[src/rtl/sd_cmd_rsp_rx.sv]
// sd_cmd_rsp_rx: SD CMD-line response receiver.
// Waits for the start bit within the NCR window, shifts a 48- or 136-bit
// response in MSb first, checks CRC7 / transmission bit / end bit and
// presents the result over a valid/ready handshake.
// Build option: define SDHCI_RSP_LONG_EN to compile in the 136-bit R2 path.
module sd_cmd_rsp_rx #(
    parameter int unsigned TimeoutCycles = 64,
    parameter int unsigned CntWidth      = 8
) (
    input  logic         clk_i,
    input  logic         rst_ni,
    input  logic         clk_en_i,
    input  logic         start_i,
    input  logic         long_i,
    input  logic         check_crc_i,
    input  logic         abort_i,
    input  logic         cmd_i,
    output logic         busy_o,
    output logic         rsp_valid_o,
    input  logic         rsp_ready_i,
    output logic [127:0] rsp_o,
    output logic [5:0]   index_o,
    output logic         timeout_err_o,
    output logic         crc_err_o,
    output logic         frame_err_o
);

`ifdef SDHCI_RSP_LONG_EN
    localparam int unsigned FrameW = 128;
`else
    localparam int unsigned FrameW = 48;
`endif

    typedef enum logic [1:0] {
        IDLE       = 2'd0,
        WAIT_START = 2'd1,
        SHIFT      = 2'd2,
        DONE       = 2'd3
    } state_t;

    state_t              state, state_next;
    logic                long_q;
    logic                check_crc_q;
    logic                timeout_q;
    logic [FrameW-1:0]   frame;
    logic [6:0]          crc;
    logic [CntWidth-1:0] tcnt;
    logic [CntWidth-1:0] bcnt;
    logic                crc_en;
    logic                crc_fb;
    logic                timeout_hit;

`ifndef SDHCI_RSP_LONG_EN
    // Short-only build: no R2 path, the start-bit slot of the frame is never read.
    logic unused_bits;
    assign long_q      = 1'b0;
    assign unused_bits = ^{long_i, frame[47]};
`endif

    // bcnt holds the index of the last bit received; CRC covers bit indices
    // up to 46 (short; start bit is zero and cannot disturb a cleared CRC)
    // or 127 (long), down to 8.
    assign crc_en      = (bcnt >= CntWidth'(9)) && (!long_q || (bcnt <= CntWidth'(128)));
    assign crc_fb      = crc[6] ^ cmd_i;
    assign timeout_hit = (tcnt == CntWidth'(TimeoutCycles - 1));

    // State register.
    always_ff @(posedge clk_i or negedge rst_ni) begin
        if (!rst_ni) state <= IDLE;
        else         state <= state_next;
    end

    // Next-state logic; abort overrides every other transition.
    always_comb begin
        state_next = state;
        case (state)
            IDLE:       if (start_i) state_next = WAIT_START;
            WAIT_START: if (clk_en_i) begin
                            if (!cmd_i)           state_next = SHIFT;
                            else if (timeout_hit) state_next = DONE;
                        end
            SHIFT:      if (clk_en_i && (bcnt == CntWidth'(1))) state_next = DONE;
            DONE:       if (rsp_ready_i) state_next = IDLE;
            default:    state_next = IDLE;
        endcase
        if (abort_i) state_next = IDLE;
    end

    // Datapath: configuration latch, timeout/bit counters, frame shifter, CRC.
    always_ff @(posedge clk_i or negedge rst_ni) begin
        if (!rst_ni) begin
`ifdef SDHCI_RSP_LONG_EN
            long_q      <= 1'b0;
`endif
            check_crc_q <= 1'b0;
            timeout_q   <= 1'b0;
            frame       <= '0;
            crc         <= '0;
            tcnt        <= '0;
            bcnt        <= '0;
        end else begin
            case (state)
                IDLE: if (start_i) begin
`ifdef SDHCI_RSP_LONG_EN
                    long_q      <= long_i;
`endif
                    check_crc_q <= check_crc_i;
                    timeout_q   <= 1'b0;
                    frame       <= '0;
                    crc         <= '0;
                    tcnt        <= '0;
                    bcnt        <= '0;
                end
                WAIT_START: if (clk_en_i) begin
                    if (!cmd_i) begin
                        bcnt <= long_q ? CntWidth'(135) : CntWidth'(47);
                    end else begin
                        tcnt <= tcnt + 1'b1;
                        if (timeout_hit) timeout_q <= 1'b1;
                    end
                end
                SHIFT: if (clk_en_i) begin
                    frame <= {frame[FrameW-2:0], cmd_i};
                    bcnt  <= bcnt - 1'b1;
                    if (crc_en) crc <= {crc[5:0], 1'b0} ^ (crc_fb ? 7'h09 : 7'h00);
                end
                default: ;
            endcase
        end
    end

    // Output decode; everything except busy is gated to zero outside DONE.
    always_comb begin
        busy_o        = (state != IDLE);
        rsp_valid_o   = (state == DONE);
        rsp_o         = '0;
        index_o       = '0;
        timeout_err_o = 1'b0;
        crc_err_o     = 1'b0;
        frame_err_o   = 1'b0;
        if (state == DONE) begin
            if (timeout_q) begin
                timeout_err_o = 1'b1;
            end else begin
                crc_err_o = check_crc_q && (crc != frame[7:1]);
`ifdef SDHCI_RSP_LONG_EN
                if (long_q) begin
                    rsp_o       = {frame[127:1], 1'b0};
                    frame_err_o = !frame[0];
                end else begin
                    rsp_o       = {96'b0, frame[39:8]};
                    index_o     = frame[45:40];
                    frame_err_o = !frame[0] || frame[46];
                end
`else
                rsp_o       = {96'b0, frame[39:8]};
                index_o     = frame[45:40];
                frame_err_o = !frame[0] || frame[46];
`endif
            end
        end
    end

endmodule

[config.mk]
export PLATFORM = sky130hd
export DESIGN_NAME = sd_cmd_rsp_rx
export DESIGN_NICKNAME = d
export VERILOG_FILES = /design/src/rtl/sd_cmd_rsp_rx.sv
export SDC_FILE = /design/constraint.sdc
export NUM_CORES = 1
export LEC_CHECK = 0
export CORE_MARGIN = 2
export CORE_UTILIZATION = 50
export CTS_BUF_LIST = sky130_fd_sc_hd__clkbuf_4 sky130_fd_sc_hd__clkbuf_8 sky130_fd_sc_hd__clkbuf_16
export DETAILED_ROUTE_END_ITERATION = 8
export PLACE_DENSITY = 0.95
export SYNTH_ARGS = -nofsm -noshare
export SYNTH_HDL_FRONTEND = slang
export SYNTH_SLANG_ARGS = --single-unit
[constraint.sdc]
create_clock -name clk_i -period 4.6 [get_ports clk_i]
set_input_delay 0.69 -clock clk_i [delete_from_list [all_inputs] [get_ports clk_i]]
set_output_delay 0.69 -clock clk_i [all_outputs]
set_load 0.005 [all_outputs]
==> results.md, run 1 <==
* Largest stage delay, worst path at 0.63 ns
* Minimum clock period at 2.84 ns
* Footprint of the multi-input gates at roughly 2000 µm²
* DR pass1 iterations at 4
* R2R Path End: crc[2]$_DFFE_PN0P_
* Xor/xnor share of the synthesized area at around 2.4%
* Most frequent cells in the layout: conb_1, dfrtp_1, clkdlybuf4s50_1
* Worst-skew pair later-pin latency at roughly 0.35 ns
* CP cell instances: inv_1, and3_1, clkdlybuf4s50_1
* P_leak at ~2.4 nW
* Antenna violations before repair at 0
* Tot Pwr at about 2.0 mW
* Die height at slightly below 100 µm
* Post-DP HPWL at 5710 µm
* CP top delay family: buffers and inverters
* Synth warn at 0
* Cell Area, Synth at 4380 µm²
* Worst Setup EP: rsp_o[31]
* Startpoint types: flop
* Syn Inst Count at roughly 440
* Initial core utilization at around 51%
* Global-route wire length before repair at approximately 13,000 µm
* Fin crit share at between 60% and 70%
* Crit path max fanout at 40
* Post-synth EDFFs at 0
* Resized cells post-CTS at 0
* Buffers and inverters on the worst path at 2
* Slowest CP cell: inv_1
* Mux cell area share after synthesis at 2.09%
* Setup TNS at 0 ns
* H-tree depth at 3
* Die Width at just under 100 µm
* DRC errors left at 0
* Setup Skew at about 0.011 ns
* Die area at roughly 9500 µm²
* Number of global-route vias before repair at between 2,000 and 3,000
* IO buf count at 50
* Nets at 497
* CTS sink count at 74
* Adder-cell share of the synthesized area at between 2 and 3%
* Gpl congestion at ~0.85
* Synth Area in Compound Gates at between 10% and 20%
* Clock transition at path regs at about 0.090 ns
* Post-Route WL at between 8000 and 9000 µm
* Simple-gate area share of the yosys netlist at between 10 and 15%
* CTS Hold Bufs at 0
* R2R cell count at 6
* Crit path from: timeout_q$_DFFE_PN0P_
* Commonest non-fill, non-tap cell in the layout: conb_1
* Slew Viols, Final at 0
* Antenna diodes at 0
* Slew HR at a little over two fifths
* Hold Crit Class: in2async
* Status: completed
* Crit path kind: reg2out
* Drt wl/cell at about 14 µm
* Final hold viol count at 0
* Via density at a little over 5
* Seq/Total Area, Yosys at 42.3%
* Ys async rst share at between 90% and 100%
* RSZ-0062 raised after global routing: no
* Syn Area/Cell at around 10 µm²
* Worst-Margin Slew at 0.851 ns
* Setup bufs post-CTS at 0
* Worst reg2reg startpoint: state[0]$_DFFE_PN0P_
* First DRT Iteration DRCs at 150
* Layout filler cell count at ~730
* Largest net degree at the start of global routing at 49
* Largest family of logic cells by synthesized area: buffers and inverters
* Core Box Area at between 8000 and 9000 µm²
* Data arrival time of the critical path at about 2.2 ns
* Top_reg_cell synth: dfrtp_1
* Antenna viol nets, final at 0
* Layout cell share with drive strength beyond 1 at about 6.2%
* Vias at slightly above 3,000
* Max Fclk at 352 MHz
* Grt total ovfl at 0
* Synth unique cells at between 40 and 50
* Maximum VDD drop at between 0.3 and 0.4 mV
* Yosys reg bits at 74
* WP depth at 3
* Number of setup violations in the final report at 0
* Row Count at 34
* Required time worst endpoint at ~4 ns
* Register area at 1850 µm²
* CTS tree: built
* PwrDens at between 400 and 500 nW/µm²
* Max-cap check violation count at 0
* Endpoint type of the worst setup path: output port
* Synthesis-to-layout area growth at 10.0%
* Clock buffer count from CTS at 9
* Top-level port count at around 150
* Clock Root Buffer: clkbuf_8
* Deepest clock path buffer count at 2
* Flop-to-flop setup slack at roughly 2.1 ns
* GRT Overall Usage at 16.6%
-- layer usage --
layer	up-vias	part of all wire (%)	track usage, %
met5	-	0	0
met4	0	1.3	4.81
met3	9	6.7	4.46
met2	128	49	28.5
met1	1477	43	20.4
li1	1435	-	-
-- flip-flops by register name (all words and copies together), names as in the netlist --
signal and count:
check_crc_q 1, tcnt 8, frame 47, bcnt 8, state 2, timeout_q 1, crc 7
-- logic make-up after synthesis --
family                   count (synthesis)
multiplexers                             9
AO/OA/AOI/OAI                           95
buffers and inverters                  139
adder cells (fa/ha/maj)                  9
flip-flops                              74
AND/OR/NAND/NOR                         98
other                                    1
XOR/XNOR                                12
-- cell usage after synthesis (2+ instances only) --
master | number | area (µm²)
buf_4 | 96 | 721
dfrtp_1 | 74 | 1850
a22o_1 | 47 | 412
and3_1 | 41 | 257
inv_1 | 21 | 78.8
nand2_1 | 17 | 63.8
clkbuf_1 | 12 | 45.0
nor2_1 | 12 | 45.0
o21ai_0 | 12 | 60.1
ha_1 | 9 | 113
mux2i_1 | 8 | 80.1
xor2_1 | 8 | 70.1
a21oi_1 | 7 | 35.0
buf_2 | 7 | 35.0
nand2b_1 | 7 | 43.8
nand3_1 | 5 | 25.0
o211ai_1 | 4 | 30.0
o31ai_1 | 4 | 30.0
xnor2_1 | 4 | 35.0
a31oi_1 | 3 | 18.8
buf_1 | 3 | 11.3
nor2b_1 | 3 | 18.8
or4_1 | 3 | 22.5
a211oi_1 | 2 | 15.0
a41oi_1 | 2 | 17.5
and2_1 | 2 | 12.5
nand4_1 | 2 | 12.5
nor3_1 | 2 | 10.0
o2111ai_1 | 2 | 17.5
o22ai_1 | 2 | 12.5
-- cell type report --
cell class              instances  area share [%]
well taps                     108            2.81
clock buffers                  10            2.86
clock inverters                 6            1.97
multi-input cells             319            41.4
inverters                      21            1.64
flip-flops and latches         74            38.4
repair buffers                 54            10.9
-- metrics by stage --
stage | worst slack, ns | hold WS (ns) | instance area, µm² | instances | util (%)
5_1_grt | 1.59 | 0.435 | 4820 | 592 | 56.1
6_report | 1.76 | 0.401 | 4820 | 592 | 56.1
3_3_place_gp | 1.84 | 0.469 | 4580 | 576 | 53.3
2_1_floorplan | 2.66 | 0.394 | 4740 | 532 | -
3_5_place_dp | 1.75 | 0.473 | 4580 | 576 | 53.3
4_1_cts | 1.71 | 0.408 | 4820 | 592 | 56.1
-- how the worst min path moves through the flow --
stage | start | endpoint | slack (ns) | cells after the start
after floorplan | rst_ni | bcnt[0]$_DFFE_PN0P_ | 0.39 | 0
after global placement | bcnt[7]$_DFFE_PN0P_ | bcnt[7]$_DFFE_PN0P_ | 0.47 | 1
after detailed placement | bcnt[7]$_DFFE_PN0P_ | bcnt[7]$_DFFE_PN0P_ | 0.47 | 1
after CTS | rst_ni | frame[6]$_DFFE_PN0P_ | 0.41 | 1
after global routing | rst_ni | frame[6]$_DFFE_PN0P_ | 0.44 | 1
final | rst_ni | frame[6]$_DFFE_PN0P_ | 0.40 | 1
-- report_power, final --
group,switching (mW),internal (mW),leakage (nW),total [mW]
Clock,0.251,0.326,0.117,0.577
Sequential,0.0587,0.697,1.03,0.756
Combinational,0.474,0.225,1.27,0.699
Total,0.783,1.25,2.42,2.03
Note: power is estimated with default switching activity, not from simulation.
==> run 2: changes to the inputs <==
--- a/config.mk
+++ b/config.mk
@@ -6,10 +6,10 @@
 export NUM_CORES = 1
 export LEC_CHECK = 0
 export CORE_MARGIN = 2
-export CORE_UTILIZATION = 50
+export CORE_UTILIZATION = 46
 export CTS_BUF_LIST = sky130_fd_sc_hd__clkbuf_4 sky130_fd_sc_hd__clkbuf_8 sky130_fd_sc_hd__clkbuf_16
 export DETAILED_ROUTE_END_ITERATION = 8
-export PLACE_DENSITY = 0.95
+export PLACE_DENSITY = 0.93
 export SYNTH_ARGS = -nofsm -noshare
 export SYNTH_HDL_FRONTEND = slang
 export SYNTH_SLANG_ARGS = --single-unit
==> constraint.sdc (replaced) <==
create_clock -name clk_i -period 2.62 [get_ports clk_i]
set_input_delay 0.393 -clock clk_i [delete_from_list [all_inputs] [get_ports clk_i]]
set_output_delay 0.393 -clock clk_i [all_outputs]
set_load 0.005 [all_outputs]
==> results.md, run 2 (synthesized netlist as in run 1, its figures left out) <==
* Required time worst endpoint at 2.23 ns (-1.68 ns)
* Max reg flops at 47 (unchanged)
* H-tree depth at 3 (unchanged)
* Regs by FF count: frame: 47 flops, bcnt: 8 flops, tcnt: 8 flops
* Switching part of the total at 39.5% (+0.97 points)
* Tot Pwr at 3.47 mW (+71%)
* Slew Viols, Final at 0 (unchanged)
* Synthesis-to-layout area growth at 10.7%
* Layout cell share with drive strength beyond 1 at 7.19% (+0.99 points)
* Commonest non-fill, non-tap cell in the layout: conb_1
* DR pass1 iterations at 5 (+1)
* Slowest CP cell: clkdlybuf4s50_1
* Slew HR at 40.5% (-2.7 points)
* Setup ws final at 0.136 ns (-1.62 ns)
* Post-DP HPWL at 5870 µm (+2.8%)
* Final hold viol count at 0 (unchanged)
* Setup Skew at 0.00999 ns (-0.00116 ns)
* DRC errors left at 0 (unchanged)
* CTS tree: built
* Via density at 5.00 (-2.9%)
* Max-cap check violation count at 0 (unchanged)
* Deepest clock path buffer count at 2 (unchanged)
* Endpoint type of the worst setup path: output port
* Die area at 10,300 µm² (+8.3%)
* Hold Crit Class: in2async
* GR Layer Usage met2 at 27.1% (-1.5 points)
* First DRT Iteration DRCs at 198 (+32%)
* Met1 Usage GRT at 21.7% (+1.3 points)
* Top-level port count at 148 (unchanged)
* Register area at 1850 µm² (about the same)
* Row Count at 35 (+2.9%)
* Fin crit share at a little over nine tenths
* Startpoint types: flop
* Post-Route WL at 8390 µm (+2.0%)
* NetSw at 1.37 mW (+75%)
* Global-route wire length before repair at 13,400 µm (+4.2%)
* Crit path kind: reg2out
* Number of global-route vias before repair at 2,728 (-1.7%)
* Initial core utilization at 47.4% (-3.6 points)
* Clock buffer count from CTS at 9 (unchanged)
* Crit path max fanout at 5 (-88%)
* Setup bufs post-CTS at 0 (unchanged)
* Die height at 102 µm (+4.1%)
* Minimum clock period at around 2.5 ns
* Max Fclk at between 400 and 500 MHz
* Power share of the clock group at 26.4% (-2.0 points)
* Final Cell Area at 4850 µm² (+0.60%)
* Pint at 2.10 mW (+68%)
* Antenna diodes at 0 (unchanged)
* Met3 usage at 4.62% (+0.16 points)
* Grt total ovfl at 0 (unchanged)
* Reg power frac at 38.3% (+1.1 points)
* Comb power frac at 35.4% (+1.0 points)
* Footprint of the multi-input gates at 2000 µm² (+0.13%)
* Gr busiest metal: met2
* CTS sink count at 74 (unchanged)
* DP Area at 4630 µm² (+1.1%)
* RSZ-0062 raised after global routing: no
* Largest stage delay, worst path at 0.56 ns (-0.07 ns)
* Antenna violations before repair at 0 (unchanged)
* IO buf count at 50 (unchanged)
* Nets at 500 (+0.60%)
* Pre-CTS setup slack at 0.256 ns (-1.49 ns)
* Status: completed
* CP cell instances: ha_2, inv_1, nor2_1, nand2_1, a41oi_1, clkdlybuf4s50_1
* Number of setup violations in the final report at 0 (unchanged)
* Die Width at 102 µm (+4.1%)
* Worst-skew pair later-pin latency at 0.35 ns (about the same)
* Data arrival time of the critical path at 2.09 ns (-0.06 ns)
* Vias at 3,080 (+1.0%)
* Layout filler cell count at 788 (+8.2%)
* Most frequent cells in the layout: conb_1, dfrtp_1, clkdlybuf4s50_1
* Worst-Margin Slew at 0.892 ns (+0.0413 ns)
* GRT Overall Usage at 16.6% (about the same)
* Clock transition at path regs at 0.08 ns (about the same)
* Core Box Area at 9240 µm² (+7.5%)
* Largest net degree at the start of global routing at 75 (+53%)
* Final hold slack at 0.260 ns (-0.141 ns)
* PwrDens at 716 nW/µm² (+70%)
* Maximum VDD drop at 0.400 mV (+28%)
* Drt wl/cell at 13.6 µm (-2.0%)
* P_leak at 2.41 nW (-0.32%)
* Most flops, register: frame
* Antenna viol nets, final at 0 (unchanged)
* Clock Root Buffer: clkbuf_8
* Gpl congestion at 0.781 (-8.3%)
* Setup TNS at 0 ns (unchanged)
[run 2: path summary, 6_finish.rpt]
check	cells past startpoint	endpoint	startpoint	slack [ns]
max	6	crc_err_o	state[0]$_DFFE_PN0P_	0.14
min	2	frame[32]$_DFFE_PN0P_	rst_ni	0.26
min reg2reg	1	bcnt[7]$_DFFE_PN0P_	bcnt[7]$_DFFE_PN0P_	0.52
max in group asynchronous	2	state[1]$_DFFE_PN0P_	rst_ni	1.72
max reg2reg	6	frame[26]$_DFFE_PN0P_	state[0]$_DFFE_PN0P_	0.28
min in group clk_i	1	bcnt[7]$_DFFE_PN0P_	bcnt[7]$_DFFE_PN0P_	0.52
[run 2: critical path, delay by kind of cell, from the launching register on]
kind	cells	cell delay, ns
buf+inv	2	0.67
flops	1	0.42
fa+ha+maj	1	0.27
compound gates	1	0.21
simple gates	2	0.17
[run 2: layout make-up]
cell class	instances	area share, %
clock buffers	10	2.84
repair buffers	57	11.3
clock inverters	6	1.47
inverters	21	1.63
flip-flops and latches	74	38.2
well taps	129	3.33
multi-input cells	319	41.2
[run 2: power by group through the flow]
stage / logic [mW] / registers, mW / clock network (mW)
floorplan: 1.06 / 1.32 / 0
finish: 1.23 / 1.33 / 0.915
CTS: 1.21 / 1.33 / 0.934
global placement: 1.14 / 1.34 / 0
global route: 1.36 / 1.34 / 0.977
detailed placement: 1.21 / 1.35 / 0
[run 2: per-layer routing]
metal	up-vias	part of all wire (%)
met5	-	0
met4	0	1.2
met3	9	6.4
met2	135	51
met1	1503	42
li1	1433	-
[run 2: timing repair]
action	CTS	global route
gates resized for setup	0	2
endpoints found under the setup margin	0	1
hold buffers	0	0
[run 2: metrics by stage]
step	utilization (%)	cells
after floorplan	-	532
after global placement	50.1	600
after detailed placement	50.1	600
after CTS	52.4	616
after global routing	52.4	616
final	52.4	616
